--- config.mk ---
export PLATFORM = sky130hd
export DESIGN_NAME = lockin_sweep_scheduler
export DESIGN_NICKNAME = d
export VERILOG_FILES = /design/src/rtl/lockin_sweep_pkg.sv /design/src/rtl/sweep_averager.sv /design/src/rtl/lockin_sweep_scheduler.sv
export SDC_FILE = /design/constraint.sdc
export NUM_CORES = 1
export LEC_CHECK = 0
export CELL_PAD_IN_SITES_DETAIL_PLACEMENT = 0
export CELL_PAD_IN_SITES_GLOBAL_PLACEMENT = 1
export CORE_UTILIZATION = 37
export DETAILED_ROUTE_END_ITERATION = 16
export PLACE_DENSITY_LB_ADDON = 0.08
export SETUP_SLACK_MARGIN = 0.3
export SLEW_MARGIN = 30
export SYNTH_ARGS = -nofsm -noshare
export SYNTH_HDL_FRONTEND = slang
export SYNTH_SLANG_ARGS = --single-unit
--- constraint.sdc ---
create_clock -name clk -period 3.9 [get_ports clk]
set_input_delay 0.78 -clock clk [delete_from_list [all_inputs] [get_ports clk]]
set_output_delay 0.78 -clock clk [all_outputs]
set_load 0.01 [all_outputs]
--- src/rtl/lockin_sweep_pkg.sv ---
// Shared types and default sizes for the lock-in frequency sweep scheduler.
package lockin_sweep_pkg;

    localparam int DEF_FREQ_W   = 13;
    localparam int DEF_MAG_W    = 42;
    localparam int DEF_AVG_LOG2 = 2;

    // Sweep controller states; the encoding is also exported on the debug port.
    typedef enum logic [2:0] {
        S_IDLE    = 3'd0,
        S_APPLY   = 3'd1,
        S_SETTLE  = 3'd2,
        S_ACQUIRE = 3'd3,
        S_STORE   = 3'd4,
        S_DONE    = 3'd5
    } sweep_state_t;

endpackage

--- src/rtl/sweep_averager.sv ---
// Accumulates a fixed block of 2^AVG_LOG2 magnitudes for one frequency point.
// The sum is wide enough that a full block of maximum magnitudes cannot overflow.
// Once the block is full, further strobes are ignored until the next clear.
module sweep_averager
    import lockin_sweep_pkg::*;
#(
    parameter int MAG_W    = DEF_MAG_W,
    parameter int AVG_LOG2 = DEF_AVG_LOG2
) (
    input  logic                      clk,
    input  logic                      reset_n,
    input  logic                      i_clear,
    input  logic                      i_strobe,
    input  logic [MAG_W-1:0]          i_mag,
    output logic [MAG_W+AVG_LOG2-1:0] o_sum,
    output logic                      o_done
);

    localparam int SUM_W = MAG_W + AVG_LOG2;
    localparam int CNT_W = AVG_LOG2 + 1;
    localparam logic [CNT_W-1:0] AVG_N = CNT_W'(2 ** AVG_LOG2);

    logic [SUM_W-1:0] r_sum;
    logic [CNT_W-1:0] r_cnt;
    logic             w_take;

    assign w_take = i_strobe && (r_cnt != AVG_N);

    // Sum and count accepted samples; clear restarts the block.
    always_ff @(posedge clk or negedge reset_n) begin
        if (!reset_n) begin
            r_sum <= '0;
            r_cnt <= '0;
        end else if (i_clear) begin
            r_sum <= '0;
            r_cnt <= '0;
        end else if (w_take) begin
            r_sum <= r_sum + SUM_W'(i_mag);
            r_cnt <= r_cnt + CNT_W'(1);
        end
    end

    assign o_sum  = r_sum;
    assign o_done = (r_cnt == AVG_N);

endmodule

--- src/rtl/lockin_sweep_scheduler.sv ---
// Steps a lock-in tuning word from start to stop, discards settling results,
// averages a block of CORDIC magnitudes per point and tracks the sweep peak.
// i_result_valid is a one-cycle strobe with no back-pressure: a sample is
// transferred on every clock edge where it is high, and strobes arriving in
// a state that does not consume them are simply dropped.
module lockin_sweep_scheduler
    import lockin_sweep_pkg::*;
#(
    parameter int FREQ_W   = DEF_FREQ_W,
    parameter int MAG_W    = DEF_MAG_W,
    parameter int SETTLE_N = 2,
    parameter int AVG_LOG2 = DEF_AVG_LOG2
) (
    input  logic              clk,
    input  logic              reset_n,
    input  logic              i_start,
    input  logic              i_abort,
    input  logic [FREQ_W-1:0] i_f_start,
    input  logic [FREQ_W-1:0] i_f_stop,
    input  logic [FREQ_W-1:0] i_f_step,
    input  logic              i_result_valid,
    input  logic [MAG_W-1:0]  i_magnitude,
    output logic [FREQ_W-1:0] o_tuning_word,
    output logic              o_busy,
    output logic              o_done,
    output logic              o_cfg_err,
    output logic              o_point_valid,
    output logic [FREQ_W-1:0] o_point_freq,
    output logic [MAG_W-1:0]  o_point_mag,
    output logic [FREQ_W-1:0] o_peak_freq,
    output logic [MAG_W-1:0]  o_peak_mag,
    output sweep_state_t      o_dbg_state
);

    localparam int SUM_W = MAG_W + AVG_LOG2;
    localparam logic [3:0] SETTLE_LAST = (SETTLE_N == 0) ? 4'd0 : 4'(SETTLE_N - 1);

    sweep_state_t       r_state;
    sweep_state_t       w_next_state;
    logic [FREQ_W-1:0]  r_f_cur;
    logic [FREQ_W-1:0]  r_f_stop;
    logic [FREQ_W-1:0]  r_f_step;
    logic [FREQ_W-1:0]  r_tuning;
    logic [FREQ_W-1:0]  r_peak_freq;
    logic [MAG_W-1:0]   r_peak_mag;
    logic [3:0]         r_settle_cnt;
    logic               r_cfg_err;

    logic [FREQ_W:0]    w_next_f;
    logic               w_last_point;
    logic               w_cfg_bad;
    logic               w_start_ok;
    logic               w_settle_done;
    logic               w_avg_clear;
    logic               w_avg_strobe;
    logic [SUM_W-1:0]   w_avg_sum;
    logic               w_avg_done;
    logic [MAG_W-1:0]   w_avg_mag;
    logic               w_point_valid;
    logic               w_done;

    // The extra top bit catches a step that carries past the largest tuning word.
    assign w_next_f      = {1'b0, r_f_cur} + {1'b0, r_f_step};
    assign w_last_point  = w_next_f[FREQ_W] || (w_next_f > {1'b0, r_f_stop});
    assign w_cfg_bad     = (i_f_step == '0) || (i_f_start > i_f_stop);
    assign w_start_ok    = (r_state == S_IDLE) && i_start && !i_abort;
    assign w_settle_done = (SETTLE_N == 0) ||
                           (i_result_valid && (r_settle_cnt == SETTLE_LAST));
    assign w_avg_clear   = (r_state == S_APPLY);
    assign w_avg_strobe  = (r_state == S_ACQUIRE) && i_result_valid;
    assign w_avg_mag     = w_avg_sum[AVG_LOG2 +: MAG_W];

    sweep_averager #(
        .MAG_W    (MAG_W),
        .AVG_LOG2 (AVG_LOG2)
    ) u_averager (
        .clk      (clk),
        .reset_n  (reset_n),
        .i_clear  (w_avg_clear),
        .i_strobe (w_avg_strobe),
        .i_mag    (i_magnitude),
        .o_sum    (w_avg_sum),
        .o_done   (w_avg_done)
    );

    // State register.
    always_ff @(posedge clk or negedge reset_n) begin
        if (!reset_n) begin
            r_state <= S_IDLE;
        end else begin
            r_state <= w_next_state;
        end
    end

    // Next-state and pulse outputs; abort overrides every transition.
    always_comb begin
        w_next_state  = r_state;
        w_point_valid = (r_state == S_STORE) && !i_abort;
        w_done        = (r_state == S_DONE) && !i_abort;
        if (i_abort) begin
            w_next_state = S_IDLE;
        end else begin
            case (r_state)
                S_IDLE:    if (i_start) w_next_state = w_cfg_bad ? S_DONE : S_APPLY;
                S_APPLY:   w_next_state = S_SETTLE;
                S_SETTLE:  if (w_settle_done) w_next_state = S_ACQUIRE;
                S_ACQUIRE: if (w_avg_done) w_next_state = S_STORE;
                S_STORE:   w_next_state = w_last_point ? S_DONE : S_APPLY;
                S_DONE:    w_next_state = S_IDLE;
                default:   w_next_state = S_IDLE;
            endcase
        end
    end

    // Sweep configuration, current frequency, tuning word and peak tracking.
    always_ff @(posedge clk or negedge reset_n) begin
        if (!reset_n) begin
            r_f_cur     <= '0;
            r_f_stop    <= '0;
            r_f_step    <= '0;
            r_tuning    <= '0;
            r_peak_freq <= '0;
            r_peak_mag  <= '0;
            r_cfg_err   <= 1'b0;
        end else begin
            if (w_start_ok) begin
                r_f_cur     <= i_f_start;
                r_f_stop    <= i_f_stop;
                r_f_step    <= i_f_step;
                r_peak_freq <= '0;
                r_peak_mag  <= '0;
                r_cfg_err   <= w_cfg_bad;
                if (!w_cfg_bad) begin
                    r_tuning <= i_f_start;
                end
            end
            if (w_point_valid) begin
                // Strictly greater: on a tie the earlier frequency stays the peak.
                if (w_avg_mag > r_peak_mag) begin
                    r_peak_mag  <= w_avg_mag;
                    r_peak_freq <= r_f_cur;
                end
                if (!w_last_point) begin
                    r_f_cur  <= w_next_f[FREQ_W-1:0];
                    r_tuning <= w_next_f[FREQ_W-1:0];
                end
            end
        end
    end

    // Count discarded settling strobes; restarted on every new point.
    always_ff @(posedge clk or negedge reset_n) begin
        if (!reset_n) begin
            r_settle_cnt <= '0;
        end else if (r_state == S_APPLY) begin
            r_settle_cnt <= '0;
        end else if ((r_state == S_SETTLE) && i_result_valid) begin
            r_settle_cnt <= r_settle_cnt + 4'd1;
        end
    end

    assign o_tuning_word = r_tuning;
    assign o_busy        = (r_state != S_IDLE);
    assign o_done        = w_done;
    assign o_cfg_err     = r_cfg_err;
    assign o_point_valid = w_point_valid;
    assign o_point_freq  = w_point_valid ? r_f_cur : '0;
    assign o_point_mag   = w_point_valid ? w_avg_mag : '0;
    assign o_peak_freq   = r_peak_freq;
    assign o_peak_mag    = r_peak_mag;
    assign o_dbg_state   = r_state;

endmodule
-- Yosys cells after proc, flatten, opt, wreduce, memory -nomap -nowiden
Cells that the tools add are included.
- add/sub/neg operators: 4
- multipliers: 0
- divide/modulo/power cells: 0
- magnitude comparators: 3
- equality and inequality tests: 11
- shift operators: 0
- mux-type cells: 28
- bitwise operators: 0
- reduce and logical (&&, ||, !) cells: 17
- operators by type and width (cell ; number):
    two-way mux 42 bit ; 4
    two-way mux 13 bit ; 11
    two-way mux 44 bit ; 2
    adder 44 x 42 -> 44 bit ; 1
    greater-than comparator 42 bit ; 1
    two-way mux 3 bit ; 8
    case mux 3 bit (5 select lines) ; 1
    adder 13 x 13 -> 14 bit ; 1
    greater-than comparator 14 x 13 -> 1 bit ; 1
    greater-than comparator 13 bit ; 1
    zero test 13 bit ; 1
    == test 3 bit, second input constant ; 3
    != test 3 bit, second input constant ; 3
    logical AND 1 bit ; 8
    two-way mux 4 bit ; 2
    == test 3 x 2 -> 1 bit, second input constant ; 2
    adder 4 x 1 -> 4 bit, second input constant ; 1
    == test 4 x 1 -> 1 bit, second input constant ; 1
    nonzero test 2 bit ; 2
    adder 3 x 1 -> 3 bit, second input constant ; 1
    == test 3 x 1 -> 1 bit, second input constant ; 1
    zero test 3 bit ; 1
    != test 3 x 2 -> 1 bit, second input constant ; 1
    AND reduction 3 bit ; 1
    other kinds (3) ; 4
- register bits after elaboration: 162
- latch bits: 0
- bits in writable memories: 0
- memory bits (read-only): 0
- input bits: 86
- output and inout port bits: 130
- word-level logic and storage cells: 74
- memories kept: 0

-- Depth between registers and ports, before layout
- depth after elaboration: 6
- gate-level depth with buffers: 20
- depth with buffers taken out: 18

-- By module
A second synthesis with hierarchy kept.
- cells, all modules: 1435
- area total of the unflattened synthesis: 12358.1 um^2
- by module, submodules not included (module ; instances ; cells an instance ; area an instance (um^2) ; seq. area each (um^2)):
    lockin_sweep_scheduler ; 1 ; 854 ; 7759.9 ; 2877.8
    sweep_averager ; 1 ; 581 ; 4598.2 ; 1176.1

-- Worst setup path after synthesis
OpenSTA, ideal clock, no wires.
- path kind: flip-flop to flip-flop
- start: register r_f_cur[0]
- end: register r_tuning[1] (netlist: o_tuning_word[1])
- library setup time: 125 ps
- data arrival time: 3790 ps
- data required time: 3775 ps
- slack: -15 ps
- stages on the path, launching flop included: 20
- buffers on the path: 1
- period minus slack after synthesis: 3915 ps
- path through: dfrtp_1 ha_1 fa_1 a21o_1 a21oi_1 nor2b_1 o211ai_1 nand2_1 a21oi_1 xor2_1 inv_1 ha_1 a21o_1 a21oi_1 o21ai_0 a221oi_1 a21oi_1 nor3_2 buf_6 mux2_2
- word-level cells in the longest chain between the ends: 5
- ends and longest elaborated chain (item ; line ; RTL):
    start: declaration ; lockin_sweep_scheduler.sv:40 ; logic [FREQ_W-1:0] r_f_cur;
    start signal: assignment ; lockin_sweep_scheduler.sv:127 ; r_f_cur <= i_f_start;
    start signal: assignment ; lockin_sweep_scheduler.sv:144 ; r_f_cur <= w_next_f[FREQ_W-1:0];
    adder 13 x 13 -> 14 bit * ; lockin_sweep_scheduler.sv:63 ; assign w_next_f = {1'b0, r_f_cur} + {1'b0, r_f_step};
    greater-than comparator 14 x 13 -> 1 bit ; lockin_sweep_scheduler.sv:64 ; assign w_last_point = w_next_f[FREQ_W] || (w_next_f > {1'b0, r_f_stop});
    logical OR 1 bit ; lockin_sweep_scheduler.sv:64 ;
    two-way mux 13 bit * ; lockin_sweep_scheduler.sv:143 ; if (!w_last_point) begin
    two-way mux 13 bit * ; lockin_sweep_scheduler.sv:137 ; if (w_point_valid) begin
    end signal: assignment ; lockin_sweep_scheduler.sv:134 ; r_tuning <= i_f_start;
    end signal: assignment ; lockin_sweep_scheduler.sv:145 ; r_tuning <= w_next_f[FREQ_W-1:0];
    end: declaration ; lockin_sweep_scheduler.sv:43 ; logic [FREQ_W-1:0] r_tuning;
Every way passes the cells marked *; elsewhere a longest branch is shown, timed or not.
A chain may end at the register's enable or synchronous reset.

-- Worst setup path in the final report
- start: register r_f_cur[0]
- end: register r_tuning[12] (netlist: o_tuning_word[12])
Same word-level chain as after synthesis.

==> tab_implementation.tex <==
\begin{tabular}{lr}
\hline
Metric & Value \\
\hline
\multicolumn{2}{l}{\textbf{Run status}} \\
\quad Run status & finished, final reports clean \\
\multicolumn{2}{l}{\textbf{Clocking}} \\
\quad Hold-fix buffers, CTS & 0 \\
\quad Master cell of the clock root buffer & clkbuf\_16 \\
\quad Total CTS buffers & 17 \\
\quad Register clock-pin slew on the reported worst setup and hold paths & 0.07 ns \\
\quad Maximum count of clock buffers along a single path & 2 \\
\quad Worst-skew pair later-pin latency & 0.44 ns \\
\quad CTS tree & built \\
\quad H-tree depth & 4 \\
\quad TritonCTS Sinks & 162 \\
\multicolumn{2}{l}{\textbf{Floorplan}} \\
\quad Vert. Die Dim & 181 um \\
\quad Initial Utilization & 37.5\% \\
\quad Top Ports & 216 \\
\quad Placement Rows & 65 \\
\quad DIE AREA & 0.0326 mm\^{}2 \\
\quad Core area & 0.0315 mm\^{}2 \\
\quad Horizontal die dimension & 181 um \\
\multicolumn{2}{l}{\textbf{Logic synthesis}} \\
\quad Count of unique library cells instantiated by Yosys & 75 \\
\quad EDFF count, synth & 0 \\
\quad Post-synthesis cell count & 1323 \\
\quad Synthesis-stage register bit count & 162 \\
\quad Post-Syn Area & 0.0118 mm\^{}2 \\
\quad Average cell area after synthesis & 8.91 um\^{}2 \\
\quad Sequential-to-total area share from yosys stat & 34.4\% \\
\quad Share of flip-flops with an asynchronous set or reset & 100\% \\
\quad Prevailing post-synth register cell & dfrtp\_1 \\
\quad Net Count, Synth & 1538 \\
\quad Warnings from Yosys & 0 \\
\multicolumn{2}{l}{\textbf{Global routing}} \\
\quad Antenna violations before repair & 0 \\
\quad Remaining global-route overflow & 0 \\
\quad Global-route usage over all layers & 20.8\% \\
\quad Vias in the first global route & 9928 \\
\quad Largest net degree at the start of global routing & 111 \\
\quad Wire length of the first global-routing pass & 53.6 mm \\
\multicolumn{2}{l}{\textbf{STA}} \\
\quad Unrepaired setup endpoints after global routing & true \\
\quad Number of max-slew violations in the final report & 0 \\
\quad Final min period & 3.82 ns \\
\quad Transition at the pin with the smallest max-transition slack & 0.683 ns \\
\quad Relative slew slack & 54.5\% \\
\quad Number of hold violations in the final report & 0 \\
\quad Worst clock skew & 0.0170 ns \\
\quad Setup\_tns & 0 ns \\
\quad Fin Hold WS & 0.325 ns \\
\quad Maximum frequency from static timing analysis & 262 MHz \\
\quad Setup violations, final & 0 \\
\quad Crit share post-route & 98.0\% \\
\multicolumn{2}{l}{\textbf{Layout}} \\
\quad Fraction of final layout cells with drive strength greater than 1 & 7.84\% \\
\quad Fillers & 3086 \\
\quad Number of antenna diodes & 0 \\
\quad Net total in the final layout & 1759 \\
\quad Area growth from synthesis to layout & 29.8\% \\
\multicolumn{2}{l}{\textbf{Worst setup path}} \\
\quad Maximum single-stage delay on the critical path & 0.42 ns \\
\quad Critical path required time & 4.26 ns \\
\quad Slowest cell on crit path & dfrtp\_1 \\
\quad Signal arrival time at the worst endpoint & 4.18 ns \\
\quad Worst path most repeated cell & a21oi\_2 \\
\quad Crit-path max FO & 8 \\
\quad Worst Setup End Kind & register \\
\quad Worst Reg-to-Reg Cells & 20 \\
\quad Kind of start point of the critical path & register \\
\quad CP cell instances & ha\_4, fa\_2, a21o\_1, a21oi\_2, nor2b\_2, o211ai\_1, nand2\_1, a21oi\_2, xor2\_1, inv\_1, ha\_1, a21o\_1, a21oi\_2, o21ai\_2, a221oi\_2, a21oi\_2, nor3\_4, buf\_12, buf\_12, mux2i\_2 \\
\quad Type of the worst setup path & register to register \\
\multicolumn{2}{l}{\textbf{Pwr}} \\
\quad Total internal power & 5.70 mW \\
\quad Part of the total power dissipated in sequential elements & 25.7\% \\
\quad Worst vdd rail ir drop & 0.382 mV \\
\quad Sw frac & 41.9\% \\
\quad Power density normalized to cell area & 640 mW/mm\^{}2 \\
\quad Net switching power & 4.10 mW \\
\quad Proportion of power drawn by the clock network & 18.4\% \\
\quad Static leakage & 7.26 nW \\
\quad Combinational share of power & 55.9\% \\
\multicolumn{2}{l}{\textbf{Detailed routing}} \\
\quad Drt drc & 0 \\
\quad Via/cell ratio & 5.08 \\
\quad Via count & 9943 \\
\quad Routed length per placed instance & 16.8 um \\
\quad Antenna Nets Post-Route & 0 \\
\quad DRC violation total after the first TritonRoute iteration & 380 \\
\quad Total wire length & 32.9 mm \\
\quad Drt pass-1 iters & 4 \\
\multicolumn{2}{l}{\textbf{Place}} \\
\quad Post-detailed-placement half-perimeter wirelength & 24.7 mm \\
\quad Final GP Congestion & 0.825 \\
\quad PortBufs & 215 \\
\multicolumn{2}{l}{\textbf{Run}} \\
\quad Max-cap check violation count & 0 \\
\multicolumn{2}{l}{\textbf{Hold path}} \\
\quad Tightest Hold Check Type & input port to asynchronous set/reset pin \\
\hline
\end{tabular}
## stage by stage
step	worst slack, ns	power, mW	cell area (um^2)	std cells	utilization (%)
after CTS	0.0298	9.76	15200	1954	48.4
after global routing	-0.189	10.6	15300	1958	48.6
after global placement	0.0562	7.76	14600	1921	46.4
after floorplan	0.239	5.83	11800	1323	-
after detailed placement	-0.0291	7.79	14600	1921	46.4
final	0.0781	9.80	15300	1958	48.6
## Yosys cell counts, types with 27 or more instances
cell / n / area, um^2
a21o_1: 32 / 240
a21oi_1: 82 / 410
and2_1: 56 / 350
clkbuf_1: 37 / 139
dfrtp_1: 162 / 4050
ha_1: 127 / 1590
inv_1: 156 / 586
mux2i_1: 102 / 1020
nand2_1: 120 / 450
nand3_1: 65 / 325
nor2_1: 39 / 146
o21ai_0: 89 / 445
xnor2_1: 27 / 236
## power groups by stage
stage	logic, mW	registers (mW)	clock network (mW)
after floorplan	3.34	2.50	0
after global placement	5.22	2.54	0
after detailed placement	5.24	2.54	0
after CTS	5.38	2.53	1.85
after global routing	6.12	2.59	1.92
final	5.48	2.52	1.80
## flip-flops by register name (all words and copies together) (netlist names), 4 cells and up
signal,cells
r_f_stop,13
o_tuning_word,13
o_peak_mag,42
r_f_cur,13
r_settle_cnt,4
u_averager.o_sum,44
o_peak_freq,13
r_f_step,13
## what timing repair did
action                                  4_1_cts  5_1_grt
endpoints found under the setup margin       27       29
setup buffers                                 2        4
pin swaps                                     1        1
resized for setup                             3        8
## cell usage in the layout, fill, tap and decap left out, types with 38 or more instances in the layout
| cell | Yosys | layout |
|---|---|---|
| clkdlybuf4s50_1 | 0 | 214 |
| dfrtp_1 | 162 | 162 |
| inv_1 | 156 | 156 |
| ha_1 | 127 | 126 |
| nand2_1 | 120 | 120 |
| mux2i_1 | 102 | 101 |
| o21ai_0 | 89 | 87 |
| a21oi_1 | 82 | 78 |
| nand3_1 | 65 | 63 |
| and2_1 | 56 | 56 |
| nor2_1 | 39 | 38 |
## kinds of logic (layout without fill, tap and decap cells)
logic type / count (synthesis) / in the layout / share of synthesized area (%)
simple gates: 374 / 374 / 15.8
compound gates: 278 / 278 / 14.7
buf+inv: 209 / 442 / 7.21
flops: 162 / 162 / 34.4
fa+ha+maj: 129 / 129 / 13.8
mux: 120 / 120 / 10.4
xor+xnor: 51 / 51 / 3.79
## critical path: cells and delay by family, from the launching register on
kind            cells  cell delay (ns)
xor+xnor            1             0.19
fa+ha+maj           3             0.85
simple gates        3             0.32
mux                 1             0.21
flops               1             0.42
compound gates      9             1.38
buf+inv             3             0.38
## cell type report
class	count	area [um^2]	share of cell area, %
inverters	158	593	3.87
multi-input cells	952	7010	45.8
clock inverters	11	154	1.01
flip-flops and latches	162	4050	26.5
repair buffers	253	2540	16.6
well taps	402	503	3.29
clock buffers	20	457	2.98
## routing by layer
| layer | share of wire [%] | vias to the layer above | track usage (%) | routed length [um] |
|---|---|---|---|---|
| li1 | - | 5035 | - | - |
| met1 | 46 | 4664 | 26.8 | 15300 |
| met2 | 48 | 206 | 35.6 | 15900 |
| met3 | 3.2 | 38 | 3.09 | 1050 |
| met4 | 2.1 | 0 | 6.60 | 688 |
| met5 | 0 | - | 0 | 0 |
## final timing paths
kind	slack, ns	from	to
hold / removal	0.32	reset_n	o_peak_mag[10]
setup / recovery	0.08	r_f_cur[0]	o_tuning_word[12]
min in group clk	0.48	r_f_stop[4]	r_f_stop[4]
setup reg to reg	0.08	r_f_cur[0]	o_tuning_word[12]
max in group asynchronous	2.73	reset_n	r_f_stop[5]
hold reg to reg	0.48	r_f_stop[4]	r_f_stop[4]
Power figures use the tool's default switching activity.
